**src/rtl/pwm_multi_if.sv**
```systemverilog
// pwm_multi_if: register-bus signals for the pwm_multi block.
// The master drives the access, the slave returns read data.
interface pwm_multi_if;
    logic       PSEL;
    logic       PENABLE;
    logic       PWRITE;
    logic [7:0] PADDR;
    logic [7:0] PWDATA;
    logic [7:0] PRDATA;

    modport master (
        output PSEL, PENABLE, PWRITE, PADDR, PWDATA,
        input  PRDATA
    );

    modport slave (
        input  PSEL, PENABLE, PWRITE, PADDR, PWDATA,
        output PRDATA
    );
endinterface

```
**src/rtl/pwm_multi.sv**
```systemverilog
// pwm_multi: NCH-channel PWM with shadowed period/prescale/duty.
// Optional macro PWM_IRQ_EN adds STATUS bit0 and the IRQ output.
module pwm_multi #(
    parameter int NCH   = 4,
    parameter int CNT_W = 8
) (
    input  logic           PCLK,
    input  logic           PRESETn,
    pwm_multi_if.slave     apb,
`ifdef PWM_IRQ_EN
    output logic           IRQ,
`endif
    output logic [NCH-1:0] PWM_OUT
);

    logic                 r_en;
    logic [CNT_W-1:0]     r_period_sh;
    logic [CNT_W-1:0]     r_presc_sh;
    logic [CNT_W-1:0]     r_duty_sh [NCH];
    logic [NCH-1:0]       r_pol;
    logic [CNT_W-1:0]     r_period;
    logic [CNT_W-1:0]     r_presc;
    logic [CNT_W-1:0]     r_duty [NCH];
    logic [CNT_W-1:0]     r_pcnt;
    logic [CNT_W-1:0]     r_cnt;
    logic [NCH-1:0]       r_out;
    logic                 w_wr;
    logic                 w_tick;
    logic                 w_pend;
    logic [NCH-1:0]       w_raw;
    logic [7:0]           w_rdata;

    assign w_wr   = apb.PSEL & apb.PENABLE & apb.PWRITE;
    assign w_tick = r_en && (r_pcnt == r_presc);
    assign w_pend = w_tick && (r_cnt == r_period);

    // Shadow and control registers written from the bus
    always_ff @(posedge PCLK) begin
        if (!PRESETn) begin
            r_en        <= 1'b0;
            r_period_sh <= CNT_W'(9);
            r_presc_sh  <= '0;
            r_pol       <= '0;
            for (int n = 0; n < NCH; n++) r_duty_sh[n] <= CNT_W'(5);
        end else if (w_wr) begin
            case (apb.PADDR)
                8'h00:   r_en        <= apb.PWDATA[0];
                8'h01:   r_period_sh <= apb.PWDATA[CNT_W-1:0];
                8'h02:   r_presc_sh  <= apb.PWDATA[CNT_W-1:0];
                8'h03:   r_pol       <= apb.PWDATA[NCH-1:0];
                default: ;
            endcase
            for (int n = 0; n < NCH; n++) begin
                if (apb.PADDR == 8'(16 + n))
                    r_duty_sh[n] <= apb.PWDATA[CNT_W-1:0];
            end
        end
    end

    // Prescaler, period counter and period-end load of active registers
    always_ff @(posedge PCLK) begin
        if (!PRESETn) begin
            r_pcnt   <= '0;
            r_cnt    <= '0;
            r_period <= CNT_W'(9);
            r_presc  <= '0;
            for (int n = 0; n < NCH; n++) r_duty[n] <= CNT_W'(5);
        end else if (!r_en) begin
            r_pcnt   <= '0;
            r_cnt    <= '0;
            r_period <= r_period_sh;
            r_presc  <= r_presc_sh;
            for (int n = 0; n < NCH; n++) r_duty[n] <= r_duty_sh[n];
        end else begin
            r_pcnt <= w_tick ? '0 : r_pcnt + CNT_W'(1);
            if (w_tick) r_cnt <= w_pend ? '0 : r_cnt + CNT_W'(1);
            if (w_pend) begin
                r_period <= r_period_sh;
                r_presc  <= r_presc_sh;
                for (int n = 0; n < NCH; n++) r_duty[n] <= r_duty_sh[n];
            end
        end
    end

    // Raw duty compare per channel
    always_comb begin
        w_raw = '0;
        for (int n = 0; n < NCH; n++)
            w_raw[n] = r_en && (r_cnt < r_duty[n]);
    end

    // Registered, polarity-adjusted outputs
    always_ff @(posedge PCLK) begin
        if (!PRESETn) r_out <= '0;
        else          r_out <= w_raw ^ r_pol;
    end

    assign PWM_OUT = r_out;

`ifdef PWM_IRQ_EN
    logic r_status;

    // Period-end flag; a set on the same edge beats a clear
    always_ff @(posedge PCLK) begin
        if (!PRESETn)
            r_status <= 1'b0;
        else if (w_pend)
            r_status <= 1'b1;
        else if (w_wr && apb.PADDR == 8'h04 && apb.PWDATA[0])
            r_status <= 1'b0;
    end

    assign IRQ = r_status;
`endif

    // Combinational read mux, zero outside a read
    always_comb begin
        w_rdata = '0;
        if (apb.PSEL && !apb.PWRITE) begin
            case (apb.PADDR)
                8'h00:   w_rdata[0]         = r_en;
                8'h01:   w_rdata[CNT_W-1:0] = r_period_sh;
                8'h02:   w_rdata[CNT_W-1:0] = r_presc_sh;
                8'h03:   w_rdata[NCH-1:0]   = r_pol;
`ifdef PWM_IRQ_EN
                8'h04:   w_rdata[0]         = r_status;
`endif
                default: ;
            endcase
            for (int n = 0; n < NCH; n++) begin
                if (apb.PADDR == 8'(16 + n))
                    w_rdata[CNT_W-1:0] = r_duty_sh[n];
            end
        end
    end

    assign apb.PRDATA = w_rdata;

endmodule

```
**src/flat_wrapper.sv**
```systemverilog
// flat-port wrapper written by rule: the top's interface ports become plain ports
module pwm_multi_flat 
#(
    parameter int NCH   = 4,
    parameter int CNT_W = 8
)
  (PCLK, PRESETn, PWM_OUT, apb_PSEL, apb_PENABLE, apb_PWRITE, apb_PADDR, apb_PWDATA, apb_PRDATA);
  pwm_multi_if apb_i ();
  input  logic PCLK;
  input  logic PRESETn;
  output logic [NCH-1:0] PWM_OUT;
  input wire logic [$bits(apb_i.PSEL)-1:0] apb_PSEL;
  input wire logic [$bits(apb_i.PENABLE)-1:0] apb_PENABLE;
  input wire logic [$bits(apb_i.PWRITE)-1:0] apb_PWRITE;
  input wire logic [$bits(apb_i.PADDR)-1:0] apb_PADDR;
  input wire logic [$bits(apb_i.PWDATA)-1:0] apb_PWDATA;
  output wire logic [$bits(apb_i.PRDATA)-1:0] apb_PRDATA;
  assign apb_i.PSEL = apb_PSEL;
  assign apb_i.PENABLE = apb_PENABLE;
  assign apb_i.PWRITE = apb_PWRITE;
  assign apb_i.PADDR = apb_PADDR;
  assign apb_i.PWDATA = apb_PWDATA;
  assign apb_PRDATA = apb_i.PRDATA;
  pwm_multi #(.NCH(NCH), .CNT_W(CNT_W)) u_core (.PCLK(PCLK), .PRESETn(PRESETn), .apb(apb_i), .PWM_OUT(PWM_OUT));
endmodule
```
**config.mk**
```make
export PLATFORM = sky130hd
export DESIGN_NAME = pwm_multi_flat
export DESIGN_NICKNAME = d
export VERILOG_FILES = /design/src/rtl/pwm_multi_if.sv /design/src/rtl/pwm_multi.sv /design/src/flat_wrapper.sv
export SDC_FILE = /design/constraint.sdc
export NUM_CORES = 1
export LEC_CHECK = 0
export CAP_MARGIN = 20
export CELL_PAD_IN_SITES_DETAIL_PLACEMENT = 1
export CELL_PAD_IN_SITES_GLOBAL_PLACEMENT = 2
export CORE_ASPECT_RATIO = 1.1
export CORE_MARGIN = 2
export CORE_UTILIZATION = 40
export CTS_CLUSTER_DIAMETER = 40
export DETAILED_ROUTE_END_ITERATION = 10
export PLACE_DENSITY_LB_ADDON = 0.1
export SLEW_MARGIN = 25
export SYNTH_ARGS = -nofsm -noshare
export SYNTH_HDL_FRONTEND = slang
export SYNTH_SLANG_ARGS = --single-unit
```
**constraint.sdc**
```tcl
create_clock -name PCLK -period 7.3 [get_ports PCLK]
set_clock_uncertainty 0.05 [all_clocks]
set_input_delay 1.46 -clock PCLK [delete_from_list [all_inputs] [get_ports PCLK]]
set_output_delay 1.46 -clock PCLK [all_outputs]
set_load 0.02 [all_outputs]
```
* Yosys cells after proc, flatten, opt, wreduce, memory -nomap -nowiden
Memory sizes are Yosys's and may differ from the RTL's.
Index checks and enable logic that the tools add are counted.
Widths: inputs -> output; s select.
** Storage, ports and cells
- Latch bits :: 0
- Input port bits :: 21
- Register bits :: 57
- Word-level logic and storage cells :: 108
- Memories kept :: 2
- ROM bits :: 0
- Output and inout bits :: 12
- RAM bits :: 64
** Memory list
- u_core.r_duty :: words 4, bits a word 8, rd ports 4, clocked after Yosys merged registers in 0, wr ports 4, RTL line pwm_multi.sv:23 : logic [CNT_W-1:0] r_duty [NCH];
- u_core.r_duty_sh :: words 4, bits a word 8, rd ports 4, clocked after Yosys merged registers in 0, wr ports 4, RTL line pwm_multi.sv:19 : logic [CNT_W-1:0] r_duty_sh [NCH];
** Operators by class
- Eq/ne operators :: 10
- Bitwise logic cells :: 17
- Multiplexer cells :: 49
- $add $sub $neg :: 2
- Div/mod/pow operators :: 0
- $mul :: 0
- Order comparisons :: 4
- Reduce and logical (&&, ||, !) cells :: 15
- Shift operators :: 0
** Operators by type and width (number)
- $mux 8 :: 22
- $eq 8x5->1 const B :: 4
- $lt 8x8->1 :: 4
- $mux 1 :: 24
- $add 8x1->8 const B :: 2
- $eq 8x2->1 const B :: 2
- $eq 8x8->1 :: 2
- $or 1x1->1 :: 12
- $reduce_and 2->1 :: 5
- $pmux 3 s3 :: 1
- $eq 8x1->1 const B :: 1
- $logic_not 8->1 :: 1
- $pmux 4 s2 :: 1
- $logic_and 1x1->1 :: 7
- $pmux 1 s4 :: 1
- $xor 4x4->4 :: 1
- $reduce_or 3->1 :: 1
- $and 1x1->1 :: 2
- $ne 2x2->1 const B :: 1
- $not 1->1 :: 2
- $logic_not 1->1 :: 1

* Depth between registers and ports, before layout
Gate-level depths: netlist of the first run.
- Word-level depth :: 8
- Gate-level depth with buffers :: 7
- Gate-level depth less buffers :: 7

* Least setup slack after synthesis of the first run
OpenSTA, ideal clock, no wires.
- Path kind :: input to output
- Start :: input port apb_PADDR[7]
- End :: output port apb_PRDATA[1]
- Path slack :: 3.125 ns
- Arrival time :: 2.665 ns
- Data required time :: 5.790 ns
- Buffers on the path :: 0
- Stages :: 5
- Cell sequence :: nor3_4 > nand2_1 > nor3b_2 > a221oi_1 > nor2_1
** Between the ends
- Longest elaborated chain between the ends :: 7
- Elaborated cells between the ends (all ways) :: 13
- Those cells by class :: eq/ne (7); mux (6)
** RTL lines
- from (decl) :: RTL line flat_wrapper.sv:15 : input wire logic [$bits(apb_i.PADDR)-1:0] apb_PADDR;
- $eq 8x2->1 / $eq 8x1->1 (equally long branches) :: RTL line pwm_multi.sv:120 : case (apb.PADDR)
- $pmux 3 s3 :: RTL line pwm_multi.sv:120
- $mux 8 (3 in a row) :: RTL line pwm_multi.sv:131 : if (apb.PADDR == 8'(16 + n))
- $mux 8 (*) :: RTL line pwm_multi.sv:131
- $mux 8 (*) :: RTL line pwm_multi.sv:119 : if (apb.PSEL && !apb.PWRITE) begin
- to (decl) :: RTL line flat_wrapper.sv:17 : output wire logic [$bits(apb_i.PRDATA)-1:0] apb_PRDATA;
Every way passes the cells marked *; elsewhere a longest branch is shown, timed or not.

* Worst setup path in the final report of the first run
- Start :: input port apb_PADDR[1]
- End :: output port apb_PRDATA[1]
Same word-level chain as after synthesis.

==> summary.md, run 1 <==
| Metric | Value |
|---|---|
| Status | finished clean |
| First-pass GRT wire length | roughly 30000 um |
| Chip Width | ~130 um |
| Yosys warnings | 0 |
| Sequential fraction of the synthesis area | 0.4729 |
| Total GRT Usage | 0.2324 |
| Root Buffer | clkbuf_16 |
| Initial Utilization | 0.4101 |
| Fin util | 0.4725 |
| I/O Buffers | 32 |
| Final hold vios | 0 |
| Drt first pass iters | 5 |
| Post-synth top flop | edfxtp_1 |
| Layout cells sized above 1 | 0.08618 |
| # rows | 48 |
| Die Ht | approximately 140 um |
| I/O Pins | 33 |
| Vias | a little under 5000 |
| Ys async rst share | 0 |
| DR WL/cell | 21.70 um |
| Critical Path RT | 5790 ps |
| Core area | 15800 um^2 |
| Tightest Pin Transition | between 900 and 1000 ps |
| HPWL Detailed | roughly 14000 um |
| TritonCTS clock tree | yes |
| Clk_lat worst skew | ~420 ps |
| Max Cap Viol | 0 |
| Pin count of the biggest net entering global routing | 44 |
| Reg clk slew, reported paths | approximately 50 ps |
| Synth Instances | roughly 640 |
| Rel. slew slack | 0.3317 |
| Routed vias/inst | 5.662 |
| Post-CTS Setup Bufs | 0 |
| Startpoint types | input pin |
| Post-synthesis cell type count | 54 |
| CP max FO | 22 |
| P&R area growth vs syn | 15.22% |
| EDFF count, synth | 64 |
| Max frequency | approximately 170 MHz |
| Global placement routability congestion | 0.8436 |
| Crit share post-route | 0.8131 |
| Clock buffer depth | 2 |
| Mapped cell area | roughly 6500 um^2 |
| Non-Filler Instances | between 800 and 900 |
| Iteration-0 DRC count of the detailed router | 230 |
| Final min period | between 5000 and 6000 ps |
| P_leak | around 3.0 nW |
| PostCTS Resize Cnt | 0 |
| Slew Limit Fails | 0 |
| Fin nets | a little over 700 |
| Die area | 17230 um^2 |
| Sum Neg Setup Slack | 0 ps |
| Power per standard cell area | about 220 nW/um^2 |
| Vias in the first global route | 5060 |
| Setup CP Type | input pin to output port |
| Peak VDD IR | about 0.15 mV |
| Clock sinks | between 100 and 150 |
| DRT antenna net count | 0 |
| Crit path DAT | approximately 4400 ps |
| CTS Buf Count | 17 |
| Final setup viols | 0 |
| CP endpoint kind | output port |
| Ant. Diodes | 0 |
| Syn avg cell area | 10.15 um^2 |
| Synthesized flop and latch total | around 120 |
| Post-CTS Hold Buffers | 0 |
| Initial antenna violation count | 0 |
| RSZ-0062 raised after global routing | no |
| Drt drc | 0 |
| Placed Cells | between 800 and 900 |
| Worst Hold Class | flop to flop |
| Total gr overflow | 0 |
| Post-Syn Nets | between 600 and 700 |
| # H-tree levels | 4 |
| Final WL | 18940 um |
## cells in the final DEF, fill, tap and decap left out, types with 3 or more instances in the layout
master            n
o21a_1            4
nand3b_1         14
a211o_1           4
o2bb2ai_1         5
xor2_1           20
mux2i_1          29
or3_1            10
nor4_2            3
o221a_2           4
and3_1           47
nor4_1            4
a21oi_1          10
inv_1            31
o21ai_1          12
nand2_1          48
nor3_1           12
nor3b_1           5
a2111oi_2         4
nand3_1          12
nand2b_1         17
clkinv_2          6
clkbuf_1          3
a32o_1            5
o211ai_1          4
a211oi_1          5
clkbuf_16        18
clkdlybuf4s50_1  31
o21ai_0          12
edfxtp_1         64
and2_1           26
nand4_1          32
dfxtp_1          57
ha_1             30
nor2_1           51
## through the flow
step / area [um^2] / power, mW / setup WS (ps) / hold WS [ps]
after floorplan: 6477 / 0.7948 / 3125 / 408.5
after global placement: 6914 / 0.8326 / 1472 / 444.3
after detailed placement: 6914 / 0.8349 / 1414 / 464.3
after CTS: 7463 / 1.620 / 1385 / 474.3
after global routing: 7463 / 1.661 / 1079 / 489.4
final: 7463 / 1.606 / 1365 / 472.2
## where the power goes
group	switching [mW]	leakage [nW]	total [mW]	internal, mW
registers	0.0118	1.12	0.747	0.735
clock network	0.293	0.278	0.784	0.490
logic	0.0477	1.60	0.0760	0.0283
total	0.353	3.00	1.61	1.25
## kinds of logic (layout without fill, tap and decap cells)
group / Yosys count / count (layout) / synth area share
buffers and inverters: 63 / 98 / 0.04076
AOI/OAI and AO/OA: 76 / 76 / 0.08731
adders and majority gates: 30 / 30 / 0.05795
muxes: 31 / 31 / 0.05177
and+or+nand+nor: 295 / 295 / 0.2596
DFF: 121 / 121 / 0.4729
xor gates and xnor gates: 22 / 22 / 0.02975
## sequential cells by signal (all words and copies together) (netlist names)
signal	flops
u_core.r_duty_sh	32
u_core.r_en	1
u_core.r_presc_sh	8
u_core.r_presc	8
u_core.r_pol	4
u_core.r_period	8
u_core.r_period_sh	8
u_core.r_cnt	8
u_core.r_pcnt	8
u_core.PWM_OUT	4
u_core.r_duty	32
## synthesized netlist by cell type, types with 3 or more instances
master	count	area, um^2
o21ai_1	5	25.02
nand4_1	32	200.2
edfxtp_1	64	1922
o211ai_1	4	30.03
and2_1	26	162.7
buf_4	4	30.03
a2111oi_2	4	60.06
nor3_1	12	60.06
nor2_1	51	191.4
a211oi_1	5	37.54
inv_1	32	120.1
mux2i_1	29	290.3
or3_1	10	62.56
o21a_1	4	30.03
o221a_2	4	45.04
ha_1	30	375.4
o2bb2ai_1	5	43.79
nand2b_1	17	106.4
nor4_1	4	25.02
clkbuf_1	20	75.07
nor3b_1	5	37.54
xor2_1	20	175.2
nor4_2	3	37.54
nand3b_1	14	105.1
o21ai_0	19	95.09
buf_2	4	20.02
dfxtp_1	57	1141
nand2_1	48	180.2
a21oi_1	10	50.05
nand3_1	12	60.06
a211o_1	4	35.03
and3_1	47	294.0
a32o_1	5	50.05
## layer usage
| metal | GRT usage | vias to the layer above | wire length (um) |
|---|---|---|---|
| met5 | 0 | - | 0 |
| met4 | 0.06173 | 0 | 327 |
| met1 | 0.3082 | 2436 | 8835 |
| li1 | - | 2388 | - |
| met3 | 0.05049 | 16 | 786 |
| met2 | 0.3880 | 103 | 8993 |
## worst paths after layout
path                     from                  end  slack, ps  depth (start not counted)
max              apb_PADDR[1]        apb_PRDATA[1]       1360                          6
min          u_core.r_pcnt[0]     u_core.r_pcnt[0]        470                          1
max reg2reg   u_core.r_cnt[4]  u_core.r_duty[2][4]       4250                          5
min reg2reg  u_core.r_pcnt[0]     u_core.r_pcnt[0]        470                          1
## cell type report
cell class / count / area, um^2
Fill cell: 1749 / 8332
Multi-Input combinational cell: 454 / 3151
Sequential cell: 121 / 3063
Clock buffer: 22 / 475.5
Timing Repair Buffer: 34 / 330.3
Tap cell: 200 / 250.2
Inverter: 32 / 120.1
Clock inverter: 10 / 73.82
## critical path, cell delays in order
cell and delay [ps]:
clkdlybuf4s50_1 1130, nand2_1 330, nor3b_2 510, a221oi_1 180, nor2_1 180, clkdlybuf4s50_1 640
Power figures use the tool's default switching activity.
==> inputs of run 2 (changes only) <==
Clock period 7.3 ns to 5.6 ns, I/O delays scaled along.
==> run 2 against run 1 <==
  * Clock-buffer cell count up 1
  * Combinational power up 31%
  * Register-to-register slack got worse by 1800 ps
  * Clock power increased by 40%
  * Die area did not move
  * Worst hold slack got worse by 7.6 ps
  * Final cell count up 0.23%
  * Global-route usage about the same
  * Routed wire length increased by 0.44%
  * Setup slack worse by 630 ps
  * Critical path depth stayed put
  * First-iteration DRC count rose by 57%
  * Largest power group unchanged
  * Highest routed layer unchanged
==> summary.md, run 2 (synthesized netlist as in run 1, its figures left out) <==
| Metric | Value |
|---|---|
| Top cell by count, worst path | clkdlybuf4s50_1 (unchanged) |
| PostCTS Resize Cnt | 0 (unchanged) |
| Iteration-0 DRC count of the detailed router | 361 (was 230) |
| Top Registers | u_core.r_duty: 32 flops, u_core.r_duty_sh: 32 flops (unchanged) |
| Crit share post-route | 0.8685 |
| I/O Pins | 33 (unchanged) |
| Crit path buf inv count | 2 (unchanged) |
| Initial Utilization | 0.4101 (unchanged) |
| # rows | 48 (unchanged) |
| Post-CTS Setup Bufs | 0 (unchanged) |
| Die area | 17230 um^2 (unchanged) |
| Sum Neg Setup Slack | 0 ps (unchanged) |
| Root Buffer | clkbuf_16 (unchanged) |
| Worst reg2reg path endpoint | u_core.r_duty[2][3] (was u_core.r_duty[2][4]) |
| Rel. slew slack | 0.3725 (was 0.3317) |
| Met2 wire length | 9003 um (was 8993 um) |
| Worst Hold Class | flop to flop (unchanged) |
| Worst r2r path cells | 5 (unchanged) |
| Tightest Pin Transition | 939.0 ps (was 999.3 ps) |
| Reg clk slew, reported paths | 50 ps (about the same) |
| First-pass GRT wire length | 29870 um (was 29950 um) |
| Min-delay src | u_core.r_pcnt[0] (unchanged) |
| Ant. Diodes | 0 (unchanged) |
| Final hold slack | 464.6 ps (was 472.2 ps) |
| Critical Path RT | 4430 ps (was 5790 ps) |
| Crit-path cells | clkdlybuf4s50_1 -> nor3_1 -> nor3b_2 -> o2bb2ai_1 -> o221a_2 -> clkdlybuf4s50_1 (was clkdlybuf4s50_1 -> nand2_1 -> nor3b_2 -> a221oi_1 -> nor2_1 -> clkdlybuf4s50_1) |
| Total gr overflow | 0 (unchanged) |
| Slowest cell on the critical path | clkdlybuf4s50_1 (unchanged) |
| Initial antenna violation count | 0 (unchanged) |
| DRT antenna net count | 0 (unchanged) |
| Final WL | 19030 um (was 18940 um) |
| Clock buffer depth | 2 (unchanged) |
| Die Ht | 137.5 um (unchanged) |
| Clock sinks | 121 (unchanged) |
| Routed vias/inst | 5.744 (was 5.662) |
| Most frequent cells in the layout | 64 x edfxtp_1, 57 x dfxtp_1, 51 x nor2_1, 48 x nand2_1, 47 x and3_1 (unchanged) |
| Max Cap Viol | 0 (unchanged) |
| Vias | 5026 (was 4943) |
| Crit path from | apb_PADDR[0] (was apb_PADDR[1]) |
| Placed Cells | 843 (was 841) |
| P_leak | 3.023 nW (was 3.001 nW) |
| Final setup viols | 0 (unchanged) |
| Post-CTS Hold Buffers | 0 (unchanged) |
| CTS Buf Count | 17 (unchanged) |
| CP endpoint kind | output port (unchanged) |
| DR WL/cell | 21.74 um (was 21.70 um) |
| Status | finished clean (unchanged) |
| P&R area growth vs syn | 16.07% (was 15.22%) |
| Fin nets | 713 (was 711) |
| Pin count of the biggest net entering global routing | 48 (was 44) |
| Drt drc | 0 (unchanged) |
| Fill count | 1771 (was 1749) |
| Drt first pass iters | 4 (was 5) |
| Final min period | 4863 ps |
| CP max FO | 13 (was 22) |
| Global placement routability congestion | 0.8930 (was 0.8436) |
| Peak VDD IR | 0.2035 mV (was 0.1531 mV) |
| Destination of the worst hold path | u_core.r_pcnt[0] (unchanged) |
| Setup CP Type | input pin to output port (unchanged) |
| R2R setup slack | 2480 ps (was 4250 ps) |
| Commonest non-fill, non-tap cell in the layout | edfxtp_1 (unchanged) |
| Cell family with most CP delay | buffers and inverters (unchanged) |
| Startpoint types | input pin (unchanged) |
| WL met1 | 8816 um (was 8835 um) |
| Non-Filler Instances | 875 (was 873) |
| Top Metal Used | met4 (unchanged) |
| # H-tree levels | 4 (unchanged) |
| Slew Limit Fails | 0 (unchanged) |
| HPWL Detailed | 13940 um (was 13720 um) |
| RSZ-0062 raised after global routing | no (unchanged) |
| Vias in the first global route | 5031 (was 5060) |
| Final hold vios | 0 (unchanged) |
| Crit path DAT | 3690 ps (was 4430 ps) |
| Crit path largest cell delay | 660 ps (was 1130 ps) |
| Clk_lat worst skew | 420 ps (about the same) |
| Crit Reg-Reg Startpoint | u_core.r_cnt[4] (unchanged) |
| Total GRT Usage | 0.2320 (was 0.2324) |
| WHS Path Cells | 1 (unchanged) |
| Power per standard cell area | 289.4 nW/um^2 (was 215.2 nW/um^2) |
| I/O Buffers | 32 (unchanged) |
| Layout cells sized above 1 | 0.08741 (was 0.08618) |
| Core area | 15800 um^2 (unchanged) |
| Max frequency | ~200 MHz |
| Chip Width | 125.3 um (unchanged) |
| Met3 WL post-DR | 807 um (was 786 um) |
| TritonCTS clock tree | yes (unchanged) |
## run 2: cell count changes in the layout (fill, tap and decap cells not counted)
| cell | delta |
|---|---|
| clkbuf_1 | +1 |
| bufinv_16 | +2 |
| clkinv_2 | -3 |
| clkbuf_8 | +1 |
| inv_4 | -1 |
| clkinv_4 | +1 |
| buf_4 | +2 |
| clkbuf_16 | -1 |
## run 2: power by group
part | switching, mW | internal (mW) | total [mW] | leakage (nW)
Combinational | 0.0626 | 0.0372 | 0.0999 | 1.61
Sequential | 0.0152 | 0.958 | 0.973 | 1.12
Clock | 0.385 | 0.718 | 1.10 | 0.290
Total | 0.463 | 1.71 | 2.18 | 3.02
## run 2: through the flow
stage | power [mW] | utilization | setup slack, ps | cell area [um^2]
global placement | 1.088 | 0.4387 | 775.0 | 6929
finish | 2.176 | 0.4760 | 736.5 | 7518
detailed placement | 1.091 | 0.4387 | 783.5 | 6929
CTS | 2.193 | 0.4760 | 757.4 | 7518
global route | 2.242 | 0.4760 | 452.5 | 7518
floorplan | 1.036 | - | 2105 | 6477
## run 2: worst max path at each step
stage | end | cells after the start
final | apb_PRDATA[5] | 6
after global routing | apb_PRDATA[6] | 6
after CTS | apb_PRDATA[5] | 6
after detailed placement | apb_PRDATA[5] | 6
after global placement | apb_PRDATA[6] | 6
after floorplan | apb_PRDATA[1] | 5
## run 2: worst register-to-register path: cells and delay by family (launching register included)
kind	cells	cell delay, ps
xor+xnor	1	130
simple gates	3	1300
compound gates	1	840
flops	1	640
## run 2: metal layers
metal	vias up	global-route usage
li1	2383	-
met4	0	0.07469
met1	2507	0.3050
met2	109	0.3832
met3	27	0.05204
met5	-	0
## run 2: final cells by class
cell class | instances | area, um^2 | share of cell area
Clock buffer | 23 | 467.9 | 0.06224
Inverter | 32 | 120.1 | 0.01598
Timing Repair Buffer | 36 | 345.3 | 0.04593
Sequential cell | 121 | 3063 | 0.4074
Clock inverter | 9 | 121.4 | 0.01614
Tap cell | 200 | 250.2 | 0.03328
Multi-Input combinational cell | 454 | 3151 | 0.4190
